## src/rtl/icache_control_pkg.sv

```systemverilog
// Shared types and helpers for the 2-way instruction-cache control logic.
package icache_control_pkg;

  // Sequencer states: RUN serves hits and bubbles, FETCH waits for a line refill.
  typedef enum logic [0:0] {
    RUN   = 1'b0,
    FETCH = 1'b1
  } icache_state_t;

  // Way indices, matching the datapath's way numbering.
  localparam logic WAY0 = 1'b0;
  localparam logic WAY1 = 1'b1;

  // One-hot per-way write enable for the given way index.
  function automatic logic [1:0] way_onehot(input logic way);
    logic [1:0] oh;
    if (way == WAY1) begin
      oh = 2'b10;
    end else begin
      oh = 2'b01;
    end
    return oh;
  endfunction

endpackage

```

## src/rtl/icache_control_chk.sv

```systemverilog
// Protocol checks on the stage-2 inputs of the cache sequencer.
module icache_control_chk
  import icache_control_pkg::*;
(
  input logic          clk,
  input logic          rst,
  input icache_state_t state_i,
  input logic          pipe_mem_read_i,
  input logic          hit_i,
  input logic          tag0_hit_i,
  input logic          tag1_hit_i
);

  // A line can live in at most one way.
  a_onehot_hit: assert property (@(posedge clk) disable iff (rst)
    ((state_i == RUN) && pipe_mem_read_i) |-> !(tag0_hit_i && tag1_hit_i));

  // The combined hit must agree with the per-way hits.
  a_hit_consistent: assert property (@(posedge clk) disable iff (rst)
    ((state_i == RUN) && pipe_mem_read_i) |-> (hit_i == (tag0_hit_i | tag1_hit_i)));

endmodule

```

## src/rtl/sat_counter.sv

```systemverilog
// Saturating up-counter with synchronous clear (clear wins over increment).
module sat_counter #(
  parameter int unsigned WIDTH = 32
) (
  input  logic             clk,
  input  logic             rst,
  input  logic             inc_i,
  input  logic             clr_i,
  output logic [WIDTH-1:0] count_o
);

  logic [WIDTH-1:0] count_q, count_d;

  // Next count: clear first, then increment unless already at all-ones.
  always_comb begin
    count_d = count_q;
    if (clr_i) begin
      count_d = '0;
    end else if (inc_i && (count_q != {WIDTH{1'b1}})) begin
      count_d = count_q + {{(WIDTH-1){1'b0}}, 1'b1};
    end else begin
      count_d = count_q;
    end
  end

  // Count register.
  always_ff @(posedge clk or posedge rst) begin
    if (rst) begin
      count_q <= '0;
    end else begin
      count_q <= count_d;
    end
  end

  assign count_o = count_q;

endmodule

```

## src/rtl/icache_control.sv

```systemverilog
// Sequencing FSM for the pipelined 2-way instruction cache: hits respond with
// zero stall, misses freeze stage 2 and refill the LRU victim way from memory.
module icache_control
  import icache_control_pkg::*;
#(
  parameter int unsigned CNT_WIDTH = 32
) (
  input  logic                 clk,
  input  logic                 rst,
  input  logic                 pipe_mem_read_i,
  input  logic                 hit_i,
  input  logic                 tag0_hit_i,
  input  logic                 tag1_hit_i,
  input  logic                 lru_out_i,
  input  logic                 pmem_resp_i,
  input  logic                 cnt_clear_i,
  output logic                 load_pipeline_o,
  output logic                 read_data_o,
  output logic [1:0]           load_data_o,
  output logic [1:0]           load_tag_o,
  output logic                 set_valid0_o,
  output logic                 set_valid1_o,
  output logic                 load_lru_o,
  output logic                 lru_wdata_o,
  output logic                 mem_resp_o,
  output logic                 pmem_read_o,
  output logic [CNT_WIDTH-1:0] hit_count_o,
  output logic [CNT_WIDTH-1:0] miss_count_o
);

  icache_state_t state_q, state_d;
  logic          victim_q, victim_d;
  logic          hit_inc_s;
  logic          miss_inc_s;

  // Next-state and output decode; reset forces the idle RUN outputs so that
  // no request, write or response can leak out while rst is high.
  always_comb begin
    state_d         = state_q;
    victim_d        = victim_q;
    load_pipeline_o = 1'b0;
    load_data_o     = 2'b00;
    load_tag_o      = 2'b00;
    set_valid0_o    = 1'b0;
    set_valid1_o    = 1'b0;
    load_lru_o      = 1'b0;
    lru_wdata_o     = 1'b0;
    mem_resp_o      = 1'b0;
    pmem_read_o     = 1'b0;
    hit_inc_s       = 1'b0;
    miss_inc_s      = 1'b0;
    if (rst) begin
      load_pipeline_o = 1'b1;
    end else begin
      case (state_q)
        RUN: begin
          if (!pipe_mem_read_i) begin
            load_pipeline_o = 1'b1;
          end else if (hit_i) begin
            // Point LRU at the way not just used; a double hit counts as way 1.
            load_pipeline_o = 1'b1;
            mem_resp_o      = 1'b1;
            load_lru_o      = 1'b1;
            lru_wdata_o     = tag0_hit_i & ~tag1_hit_i;
            hit_inc_s       = 1'b1;
          end else begin
            victim_d = lru_out_i;
            state_d  = FETCH;
          end
        end
        FETCH: begin
          if (pmem_resp_i) begin
            load_data_o     = way_onehot(victim_q);
            load_tag_o      = way_onehot(victim_q);
            set_valid0_o    = (victim_q == WAY0);
            set_valid1_o    = (victim_q == WAY1);
            load_lru_o      = 1'b1;
            lru_wdata_o     = ~victim_q;
            mem_resp_o      = 1'b1;
            load_pipeline_o = 1'b1;
            miss_inc_s      = 1'b1;
            state_d         = RUN;
          end else begin
            pmem_read_o = 1'b1;
          end
        end
        default: begin
          state_d = RUN;
        end
      endcase
    end
  end

  // State and victim-way registers.
  always_ff @(posedge clk or posedge rst) begin
    if (rst) begin
      state_q  <= RUN;
      victim_q <= WAY0;
    end else begin
      state_q  <= state_d;
      victim_q <= victim_d;
    end
  end

  assign read_data_o = load_pipeline_o;

  sat_counter #(.WIDTH(CNT_WIDTH)) u_hit_cnt (
    .clk     (clk),
    .rst     (rst),
    .inc_i   (hit_inc_s),
    .clr_i   (cnt_clear_i),
    .count_o (hit_count_o)
  );

  sat_counter #(.WIDTH(CNT_WIDTH)) u_miss_cnt (
    .clk     (clk),
    .rst     (rst),
    .inc_i   (miss_inc_s),
    .clr_i   (cnt_clear_i),
    .count_o (miss_count_o)
  );

  icache_control_chk u_chk (
    .clk             (clk),
    .rst             (rst),
    .state_i         (state_q),
    .pipe_mem_read_i (pipe_mem_read_i),
    .hit_i           (hit_i),
    .tag0_hit_i      (tag0_hit_i),
    .tag1_hit_i      (tag1_hit_i)
  );

endmodule

```

## config.mk

```make
export PLATFORM = sky130hd
export DESIGN_NAME = icache_control
export DESIGN_NICKNAME = d
export VERILOG_FILES = /design/src/rtl/icache_control_pkg.sv /design/src/rtl/icache_control_chk.sv /design/src/rtl/sat_counter.sv /design/src/rtl/icache_control.sv
export SDC_FILE = /design/constraint.sdc
export NUM_CORES = 1
export LEC_CHECK = 0
export BUFFER_PORTS_ARGS = -buffer_cell sky130_fd_sc_hd__clkbuf_2
export CORE_MARGIN = 2
export CORE_UTILIZATION = 35
export CTS_CLUSTER_SIZE = 16
export DETAILED_ROUTE_END_ITERATION = 16
export GPL_ROUTABILITY_DRIVEN = 0
export PLACE_DENSITY = 0.55
export REMOVE_ABC_BUFFERS = 1
export SKIP_CTS_REPAIR_TIMING = 1
export SLEW_MARGIN = 20
export SYNTH_ARGS = -nofsm -noshare
export SYNTH_HDL_FRONTEND = slang
export SYNTH_HIERARCHICAL = 1
export SYNTH_SLANG_ARGS = --single-unit
```

## constraint.sdc

```tcl
create_clock -name clk -period 2.15 [get_ports clk]
set_clock_uncertainty 0.15 [all_clocks]
set_input_delay 0.215 -clock clk [delete_from_list [all_inputs] [get_ports clk]]
set_output_delay 0.215 -clock clk [all_outputs]
set_load 0.02 [all_outputs]
```

Word-level counts from Yosys, hierarchy flattened

Cells that the tools add are included.

Flip-flop bits (word level): 66
Bits of input ports: 9

Add/subtract/negate cells: 2
Eq/ne operators: 2
Multiplexer cells: 36
Bitwise logic cells: 6
Reductions and logical operators: 5

Operators with widths:

| cell                                                             | number |
|---|---|
| 32-bit two-way mux                                               | 4 |
| 32-bit by 1-bit adder with 32-bit output (second input constant) | 2 |
| 32-bit inequality test (second input constant)                   | 2 |
| 1-bit two-way mux                                                | 24 |
| 2-bit two-way mux                                                | 4 |
| 1-bit case mux with 2 select lines                               | 4 |
| 1-bit inverter                                                   | 5 |
| 4-bit AND reduction                                              | 1 |
| 2-bit nonzero test                                               | 2 |
| 1-bit logical AND                                                | 2 |
| 1-bit AND                                                        | 1 |

Depth between registers and ports, before layout

Gate-level depths: netlist of the first run.

Depth in word-level cells: 7
Gate-level depth with buffers: 8

Hierarchy

The synthesis of the first run kept the hierarchy.

By module, submodules not included:

| module         | times used | cells each | area each (sq um) |
|---|---|---|---|
| sat_counter    | 2          | 186        | 1740.4 |
| icache_control | 1          | 27         | 227.7 |

Worst setup path before layout of the first run

No wires, ideal clock.

Path kind: flip-flop to flip-flop
From: reg u_miss_cnt.count_q[0], in the netlist u_miss_cnt/count_o[0]
To: reg u_miss_cnt.count_q[20], in the netlist u_miss_cnt/count_o[20]
Library setup time: 0.078 ns
Arrival time: 2.263 ns
Required time: 1.922 ns
Slack: -0.341 ns
Stages on the path, launching flop included: 8
Path buffers: 1
Clock period less this slack: 2.491 ns
Path through: dfrtp_1 -> ha_1 -> nand2_1 -> or4_4 -> or3_4 -> buf_6 -> or4_1 -> a21oi_1

Longest elaborated chain between the ends: 3

RTL lines:

| what                                                                               | line                                 | text |
|---|---|---|
| start: declaration                                                                 | sat_counter.sv:12                    | `logic [WIDTH-1:0] count_q, count_d;` |
| start signal: assignment                                                           | sat_counter.sv:31                    | `count_q <= count_d;` |
| 32-bit by 1-bit adder with 32-bit output or 32-bit inequality test (tied branches) | sat_counter.sv:20, sat_counter.sv:19 |  |
| 32-bit two-way mux or 1-bit logical AND (tied branches)                            | sat_counter.sv:19                    | `end else if (inc_i && (count_q != {WIDTH{1'b1}})) begin` |
| 32-bit two-way mux or 2-bit nonzero test (tied branches)                           | n/a                                  |  |

Parallel ways exist; a longest one is shown, timed or not. The select of a mux whose other input is x is not followed.
A chain may end at the register's enable or synchronous reset.

Final worst setup path of the first run

From: reg u_miss_cnt.count_q[0], in the netlist u_miss_cnt/count_o[0]
To: reg u_miss_cnt.count_q[30], in the netlist u_miss_cnt/count_o[30]

The elaborated chain is that of the path after synthesis.

==> flow_metrics.env, run 1 <==
export IMPL_via_per_inst=5.38
export IMPL_port_buffers=84
export IMPL_setup_viol=38
export IMPL_yosys_warnings=6
export IMPL_drt_initial_drc_count=176
export IMPL_clock_sinks=66
export IMPL_first_pass_iters=4
export IMPL_insertion_delay_ns=0.34
export IMPL_path_class="reg -> reg"
export IMPL_critical_path_endpoint="u_miss_cnt/count_o[30]"
export IMPL_slew_headroom=0.601
export IMPL_grt_util_all_layers=0.190
export IMPL_nets=608
export IMPL_ant_nets=0
export IMPL_wirelength_mm=11.2
export IMPL_p_per_area_nw_per_um2=431
export IMPL_avgSynthCellArea_um2=9.29
export IMPL_p_leak_uw=0.00252
export IMPL_layout_commonest_cell="buf_4"
export IMPL_timing_rr_start="u_miss_cnt/count_o[0]"
export IMPL_syn_cell_area_um2=3710
export IMPL_dp_hpwl_mm=7.67
export IMPL_ys_ff_latch=66
export IMPL_die_width_um=107
export IMPL_r2r_slack_ns=-0.16
export IMPL_start_util=0.359
export IMPL_slew_viol_final=0
export IMPL_core_area_um2=10300
export IMPL_max_freq_mhz=433
export IMPL_ctsRootBufferMaster="clkbuf_8"
export IMPL_top_layer_used="met4"
export IMPL_fill_cells=985
export IMPL_grt_pass1_wl_mm=17.7
export IMPL_rows=37
export IMPL_cap_viol_max_count=0
export IMPL_grt_max_degree=44
export IMPL_grt_pass1_vias=3920
export IMPL_syn2layout_area_growth_pct=51.1
export IMPL_ir_worst_vdd_v=0.000258
export IMPL_fin_ws_ns=-0.160
export IMPL_required_ns=2.26
export IMPL_cts_tree="built"
export IMPL_start_kind="register"
export IMPL_hold_violations=0
export IMPL_regToRegEndpoint="u_miss_cnt/count_o[30]"
export IMPL_synth_seq_area_share=0.445
export IMPL_die_h_um=107
export IMPL_antenna_found_initial=0
export IMPL_hp_class="in -> reg"
export IMPL_seq_area_um2=1650
export IMPL_startpoint="u_miss_cnt/count_o[0]"
export IMPL_multiInputGateArea_um2=2150
export IMPL_vias=3969
export IMPL_drive_gt1_frac=0.455
export IMPL_synthCells=399
export IMPL_wl_met3_um=535
export IMPL_crit_arrival_ns=2.42
export IMPL_rsz0062_at_grt="true"
export IMPL_fin_crit_sh=1.07
export IMPL_worstMarginPinSlew_ns=0.598
export IMPL_violations="negative setup slack"
export IMPL_layout_common_cells="buf_4 (107), clkbuf_2 (84), dfrtp_1 (65)"
export IMPL_final_util=0.543
export IMPL_cts_max_level=3
export IMPL_io_pins=85
export IMPL_wl_met2_mm=5.73
export IMPL_die_area_um2=11400
export IMPL_grt_overflow=0
export IMPL_crit_fanout=6
export IMPL_antennaDiodeCount=0
export IMPL_endpoint_kind="register"
export IMPL_cts_made_buffers=9
export IMPL_wl_per_cell_um=15.1
export IMPL_status="finished, violations left"
export IMPL_reg2reg_depth=6
export IMPL_drc=0
export IMPL_post_place_ws_ns=-0.203
export IMPL_clockBufferDepth=2
export IMPL_synth_cell_type_count=44
export IMPL_finalCriticalPeriod_ns=2.31
export IMPL_clk_pin_slew_ns=0.08
export IMPL_wl_met1_mm=4.78
## Yosys cell counts, drive strengths merged
cell / n / area share
nand2: 23 / 0.023
o21ba: 2 / 0.0054
ha: 2 / 0.0067
buf: 10 / 0.021
mux2: 1 / 0.0030
nor2b: 1 / 0.0017
o31ai: 30 / 0.061
nand4bb: 1 / 0.0030
nand3: 20 / 0.027
a21oi: 54 / 0.073
o21ai: 25 / 0.034
dfrtp: 66 / 0.45
and4: 8 / 0.019
o31a: 2 / 0.0047
and3: 6 / 0.010
nor3: 2 / 0.0027
nor2: 14 / 0.014
nand2b: 1 / 0.0017
nand3b: 1 / 0.0020
xnor2: 4 / 0.0094
o41ai: 4 / 0.013
a21o: 1 / 0.0020
o211a: 2 / 0.0054
and2: 2 / 0.0034
mux2i: 2 / 0.0054
or3: 26 / 0.047
clkbuf: 8 / 0.0081
o32ai: 1 / 0.0024
nor3b: 2 / 0.0040
nor4b: 1 / 0.0064
o311ai: 4 / 0.0094
or4: 30 / 0.063
nor4: 6 / 0.010
nand4: 14 / 0.027
inv: 21 / 0.021
xor2: 2 / 0.0047
## worst max-delay path, stage by stage, from the launching register on
cell and delay (ns):
dfrtp_1 0.40, ha_4 0.16, nand2_2 0.05, or4_4 0.43, or3_4 0.39, or4_1 0.48
a21oi_1 0.16
## final cells by class
cell class / count / share of cell area
multi-input cells: 296 / 0.384
repair buffers: 203 / 0.244
flip-flops and latches: 66 / 0.295
inverters: 21 / 0.0145
clock buffers: 12 / 0.0277
clock inverters: 4 / 0.00469
well taps: 136 / 0.0304
## per-stage QoR
step / cell area [um^2] / hold slack, ns / instances / setup TNS (ns) / power, uW
after detailed placement: 5000 / 0.106 / 707 / -4.25 / 1460
final: 5610 / 0.154 / 738 / -3.49 / 2420
after global placement: 5000 / 0.0979 / 707 / -2.59 / 1460
after CTS: 5180 / -0.257 / 723 / -4.75 / 2440
after floorplan: 3600 / -0.187 / 381 / -15.56 / 1360
after global routing: 5610 / 0.137 / 738 / -6.86 / 2530
## how the worst min path moves through the flow
stage | start | to | slack (ns) | cells past startpoint
after CTS | rst | victim_q | -0.26 | 3
after floorplan | rst | state_q | -0.19 | 1
after global routing | pipe_mem_read_i | state_q | 0.14 | 3
after global placement | rst | state_q | 0.1 | 3
after detailed placement | rst | victim_q | 0.11 | 3
final | pipe_mem_read_i | state_q | 0.15 | 3
## logic make-up (layout without fill, tap and decap cells)
logic type	count (synthesis)	count (layout)	share of synthesized area
buffers and inverters	39	240	0.0503
xor gates and xnor gates	6	6	0.0142
and+or+nand+nor	158	160	0.265
adders and majority gates	2	2	0.00675
muxes	3	3	0.00843
DFF	66	66	0.445
AOI/OAI and AO/OA	125	125	0.210
## power breakdown
group	internal [uW]	leakage, uW	switching, uW
logic	72.0	0.00151	116
registers	1250	0.000917	10.1
clock network	480	0.0000924	487
## state kept, by name, summed over array words and instances, names as in the netlist
| signal | count |
|---|---|
| state_q | 1 |
| victim_q | 1 |
| u_hit_cnt/count_o | 32 |
| u_miss_cnt/count_o | 32 |
## routing by layer
| layer | global-route usage | up-vias |
|---|---|---|
| met5 | 0 | - |
| li1 | - | 1943 |
| met4 | 0.0519 | 0 |
| met1 | 0.233 | 1916 |
| met2 | 0.332 | 100 |
| met3 | 0.0486 | 10 |
(Power assumes the default switching activity.)
==> run 2, diff against run 1 <==
--- a/config.mk
+++ b/config.mk
@@ -6,12 +6,14 @@
 export NUM_CORES = 1
 export LEC_CHECK = 0
 export BUFFER_PORTS_ARGS = -buffer_cell sky130_fd_sc_hd__clkbuf_2
-export CORE_MARGIN = 2
+export CORE_MARGIN = 1
 export CORE_UTILIZATION = 35
 export CTS_CLUSTER_SIZE = 16
 export DETAILED_ROUTE_END_ITERATION = 16
 export GPL_ROUTABILITY_DRIVEN = 0
+export MAX_ROUTING_LAYER = met4
 export PLACE_DENSITY = 0.55
+export RECOVER_POWER = 50
 export REMOVE_ABC_BUFFERS = 1
 export SKIP_CTS_REPAIR_TIMING = 1
 export SLEW_MARGIN = 20
==> flow_metrics.env, run 2 (same netlist as run 1, synthesis figures left out) <==
export IMPL_crit_buf_inv=0
export IMPL_crit_path_max_incr_delay_ns=0.49
export IMPL_clock_sinks=66
export IMPL_grt_util_all_layers=0.199
export IMPL_setup_tns_final_ns=-3.51
export IMPL_cts_max_level=3
export IMPL_insertion_delay_ns=0.34
export IMPL_nets=612
export IMPL_grt_use_met1=0.245
export IMPL_grt_busiest_layer="met2"
export IMPL_clk_pin_slew_ns=0.07
export IMPL_cts_tree="built"
export IMPL_crit_fanout=8
export IMPL_placed_cells=707
export IMPL_layout_commonest_cell="buf_4"
export IMPL_slew_viol_final=0
export IMPL_fin_crit_sh=1.09
export IMPL_ir_worst_vdd_v=0.000237
export IMPL_hp_class="in -> reg"
export IMPL_vias=4000
export IMPL_p_int_uw=1720
export IMPL_max_freq_mhz=428
export IMPL_p_leak_uw=0.00244
export IMPL_start_kind="register"
export IMPL_drive_gt1_frac=0.423
export IMPL_finalCriticalPeriod_ns=2.34
export IMPL_violations="negative setup slack"
export IMPL_hold_violations=0
export IMPL_endpoint_kind="register"
export IMPL_syn2layout_area_growth_pct=49.4
export IMPL_p_total_uw=2270
export IMPL_via_per_inst=5.41
export IMPL_grtUsageMet2=0.329
export IMPL_grtUsageMet3=0.0455
export IMPL_slew_headroom=0.452
export IMPL_cap_viol_max_count=0
export IMPL_die_width_um=105
export IMPL_io_pins=85
export IMPL_antenna_found_initial=0
export IMPL_die_area_um2=11000
export IMPL_drt_initial_drc_count=169
export IMPL_start_util=0.361
export IMPL_p_seq_frac=0.556
export IMPL_core_area_um2=10300
export IMPL_grt_overflow=0
export IMPL_grt_pass1_wl_mm=17.5
export IMPL_dp_hpwl_mm=7.44
export IMPL_rows=37
export IMPL_rsz0062_at_grt="true"
export IMPL_clockBufferDepth=2
export IMPL_instances_no_fill=739
export IMPL_cts_made_buffers=9
export IMPL_crit_family="simple AND/OR/NAND/NOR gates"
export IMPL_worstMarginPinSlew_ns=0.822
export IMPL_first_pass_iters=4
export IMPL_cp_common_cell="or4_4"
export IMPL_required_ns=2.26
export IMPL_setup_viol=41
export IMPL_grt_max_degree=65
export IMPL_grt_pass1_vias=3855
export IMPL_layout_common_cells="buf_4 (109), clkbuf_2 (74), dfrtp_1 (66)"
export IMPL_port_buffers=84
export IMPL_cp_slowest_cell="or4_4"
export IMPL_fin_ws_ns=-0.188
export IMPL_ant_nets=0
export IMPL_die_h_um=105
export IMPL_final_area_um2=5540
export IMPL_p_per_area_nw_per_um2=409
export IMPL_switchingPower_uw=551
export IMPL_path_cells="ha_2, nand2_2, or4_4, or3_4, or4_4, a21oi_2"
export IMPL_placed_cell_area_um2=5000
export IMPL_ctsRootBufferMaster="clkbuf_8"
export IMPL_switching_share=0.243
export IMPL_crit_arrival_ns=2.45
export IMPL_status="finished, violations left"
export IMPL_drc=0
export IMPL_wirelength_mm=10.9
export IMPL_final_util=0.539
export IMPL_antennaDiodeCount=0
export IMPL_power_frac_comb=0.077
export IMPL_wl_per_cell_um=14.8
export IMPL_pwr_share_clk=0.367
export IMPL_path_class="reg -> reg"
## run 2: area by class of cell
| class | count | area, um^2 |
|---|---|---|
| repair buffers | 208 | 1380 |
| well taps | 136 | 170 |
| clock inverters | 1 | 5.00 |
| fillers | 976 | 4740 |
| flip-flops and latches | 66 | 1650 |
| multi-input cells | 295 | 2120 |
| clock buffers | 12 | 135 |
| inverters | 21 | 81.3 |
## run 2: path summary, 6_finish.rpt
check | cells after the start | slack (ns) | endpoint | startpoint
hold reg to reg | 1 | 0.40 | victim_q | victim_q
max in group asynchronous | 5 | 0.61 | u_miss_cnt/count_o[5] | rst
setup reg to reg | 6 | -0.19 | u_miss_cnt/count_o[26] | u_miss_cnt/count_o[1]
setup / recovery | 6 | -0.19 | u_miss_cnt/count_o[26] | u_miss_cnt/count_o[1]
min in group asynchronous | 4 | 0.35 | victim_q | rst
hold / removal | 4 | 0.16 | state_q | pmem_resp_i
## run 2: metal layers
layer | up-vias | wire [um]
li1 | 1950 | -
met1 | 1951 | 4730
met3 | 10 | 468
met5 | - | 0
met4 | 0 | 104
met2 | 89 | 5620
## run 2: power by group through the flow
stage                     clock network [uW]  registers (uW)  logic [uW]
after CTS                                857            1260         172
after detailed placement                   0            1280         171
after floorplan                            0            1290        74.0
after global routing                     908            1260         194
final                                    832            1260         174
after global placement                     0            1280         171
## run 2: worst reg2reg max path: stages, from the launching register on
cell and delay (ns):
dfrtp_1 0.35, ha_2 0.19, nand2_2 0.07, or4_4 0.43, or3_4 0.45, or4_4 0.49
a21oi_2 0.13
## run 2: per-stage QoR
step	hold slack, ns	worst slack (ns)
floorplan	-0.187	-0.576
global placement	0.0987	-0.135
detailed placement	0.0987	-0.166
CTS	-0.255	-0.189
global route	0.174	-0.275
finish	0.158	-0.188
==> run 3, diff against run 2 <==
--- a/config.mk
+++ b/config.mk
@@ -6,13 +6,15 @@
 export NUM_CORES = 1
 export LEC_CHECK = 0
 export BUFFER_PORTS_ARGS = -buffer_cell sky130_fd_sc_hd__clkbuf_2
+export CELL_PAD_IN_SITES_DETAIL_PLACEMENT = 1
+export CELL_PAD_IN_SITES_GLOBAL_PLACEMENT = 1
 export CORE_MARGIN = 1
 export CORE_UTILIZATION = 35
 export CTS_CLUSTER_SIZE = 16
 export DETAILED_ROUTE_END_ITERATION = 16
 export GPL_ROUTABILITY_DRIVEN = 0
 export MAX_ROUTING_LAYER = met4
-export PLACE_DENSITY = 0.55
+export PLACE_DENSITY = 0.7
 export RECOVER_POWER = 50
 export REMOVE_ABC_BUFFERS = 1
 export SKIP_CTS_REPAIR_TIMING = 1
==> flow_metrics.env, run 3 (same netlist as run 1, synthesis figures left out) <==
export IMPL_path_cells="ha_2, nand2_2, or4_4, or3_4, or4_4, a21oi_2"
export IMPL_clk_pin_slew_ns=0.08
export IMPL_hp_class="in -> reg"
export IMPL_p_int_uw=1830
export IMPL_drc=0
export IMPL_status="finished, violations left"
export IMPL_path_class="reg -> reg"
export IMPL_crit_buf_inv=0
export IMPL_layout_commonest_cell="buf_4"
export IMPL_die_area_um2=11000
export IMPL_violations="negative setup slack"
export IMPL_fill_cells=1188
export IMPL_switching_share=0.258
export IMPL_crit_arrival_ns=2.56
export IMPL_hold_path_depth=3
export IMPL_hp_start="pmem_resp_i"
export IMPL_clock_sinks=66
export IMPL_timing_rr_start="u_miss_cnt/count_o[1]"
export IMPL_dp_hpwl_mm=9.25
export IMPL_ctsRootBufferMaster="clkbuf_8"
export IMPL_slew_headroom=0.423
export IMPL_p_seq_frac=0.511
export IMPL_syn2layout_area_growth_pct=56.7
export IMPL_cts_tree="built"
export IMPL_crit_path_max_incr_delay_ns=0.51
export IMPL_antenna_found_initial=0
export IMPL_clockBufferDepth=2
export IMPL_nets=615
export IMPL_max_freq_mhz=412
export IMPL_p_leak_uw=0.00256
export IMPL_hold_violations=0
export IMPL_worstMarginPinSlew_ns=0.866
export IMPL_start_util=0.361
export IMPL_post_place_ws_ns=-0.283
export IMPL_rsz0062_at_grt="true"
export IMPL_core_area_um2=10300
export IMPL_reg2reg_depth=6
export IMPL_r2r_slack_ns=-0.28
export IMPL_grt_util_all_layers=0.241
export IMPL_cap_viol_max_count=0
export IMPL_crit_fanout=6
export IMPL_ant_nets=0
export IMPL_holdPathEnd="state_q"
export IMPL_die_width_um=105
export IMPL_wirelength_mm=14.1
export IMPL_insertion_delay_ns=0.35
export IMPL_grt_pass1_vias=4268
export IMPL_p_per_area_nw_per_um2=425
export IMPL_io_pins=85
export IMPL_ir_worst_vdd_v=0.000309
export IMPL_cts_made_buffers=9
export IMPL_port_buffers=84
export IMPL_start_kind="register"
export IMPL_antennaDiodeCount=0
export IMPL_cts_max_level=3
export IMPL_slew_viol_final=0
export IMPL_required_ns=2.28
export IMPL_die_h_um=105
export IMPL_fin_crit_sh=1.13
export IMPL_p_total_uw=2470
export IMPL_drt_initial_drc_count=135
export IMPL_first_pass_iters=4
export IMPL_hold_slack_ns=0.0561
export IMPL_power_frac_comb=0.081
export IMPL_switchingPower_uw=636
export IMPL_grt_overflow=0
export IMPL_setup_tns_final_ns=-6.34
export IMPL_crit_family="simple AND/OR/NAND/NOR gates"
export IMPL_via_per_inst=5.63
export IMPL_fin_ws_ns=-0.279
export IMPL_drive_gt1_frac=0.511
export IMPL_endpoint_kind="register"
export IMPL_rows=37
export IMPL_pwr_share_clk=0.408
export IMPL_setup_viol=44
export IMPL_cp_slowest_cell="or4_4"
export IMPL_grt_pass1_wl_mm=20.6
export IMPL_vias=4197
export IMPL_finalCriticalPeriod_ns=2.43
export IMPL_grt_max_degree=33
export IMPL_regToRegEndpoint="u_miss_cnt/count_o[30]"
export IMPL_cp_common_cell="or4_4"
export IMPL_layout_common_cells="buf_4 (112), clkbuf_2 (74), dfrtp_1 (66)"
export IMPL_wl_per_cell_um=18.9
==> run 3: worst max path at each step <==
stage	from	slack, ns	end	cells after the start
global route	state_q	-0.32	u_hit_cnt/count_o[27]	8
detailed placement	state_q	-0.28	u_hit_cnt/count_o[27]	8
finish	u_miss_cnt/count_o[1]	-0.28	u_miss_cnt/count_o[30]	6
floorplan	u_hit_cnt/count_o[0]	-0.58	u_hit_cnt/count_o[27]	6
CTS	state_q	-0.32	u_hit_cnt/count_o[27]	8
global placement	state_q	-0.1	u_hit_cnt/count_o[27]	8
==> run 3: cell type report <==
type	instances	area [um^2]	share of cell area
well taps	136	170	0.0293
multi-input cells	296	2350	0.404
repair buffers	210	1380	0.238
flip-flops and latches	66	1650	0.284
clock inverters	2	10.0	0.00172
clock buffers	14	173	0.0297
inverters	21	78.8	0.0136
==> run 3: stage by stage <==
step | utilization | area [um^2] | cells
final | 0.565 | 5810 | 745
after detailed placement | 0.490 | 5030 | 713
after global routing | 0.565 | 5810 | 745
after CTS | 0.507 | 5220 | 729
after floorplan | - | 3600 | 381
after global placement | 0.490 | 5030 | 713
==> run 3: power by group through the flow <==
stage | sequential (uW) | clock (uW) | combinational (uW)
global placement | 1280 | 0 | 173
detailed placement | 1290 | 0 | 179
floorplan | 1290 | 0 | 74.0
CTS | 1260 | 1030 | 181
global route | 1260 | 1080 | 215
finish | 1260 | 1010 | 200
==> run 3: layer usage <==
metal | vias up | wire [um] | GRT usage
met2 | 91 | 7530 | 0.430
li1 | 1957 | - | -
met4 | 0 | 323 | 0.0966
met5 | - | 0 | -
met3 | 29 | 369 | 0.0281
met1 | 2120 | 5860 | 0.274
==> run 3: tightest hold or removal path, cell delays in order <==
cell,delay (ns)
clkbuf_2,0.12
nand2b_1,0.09
a21o_1,0.11
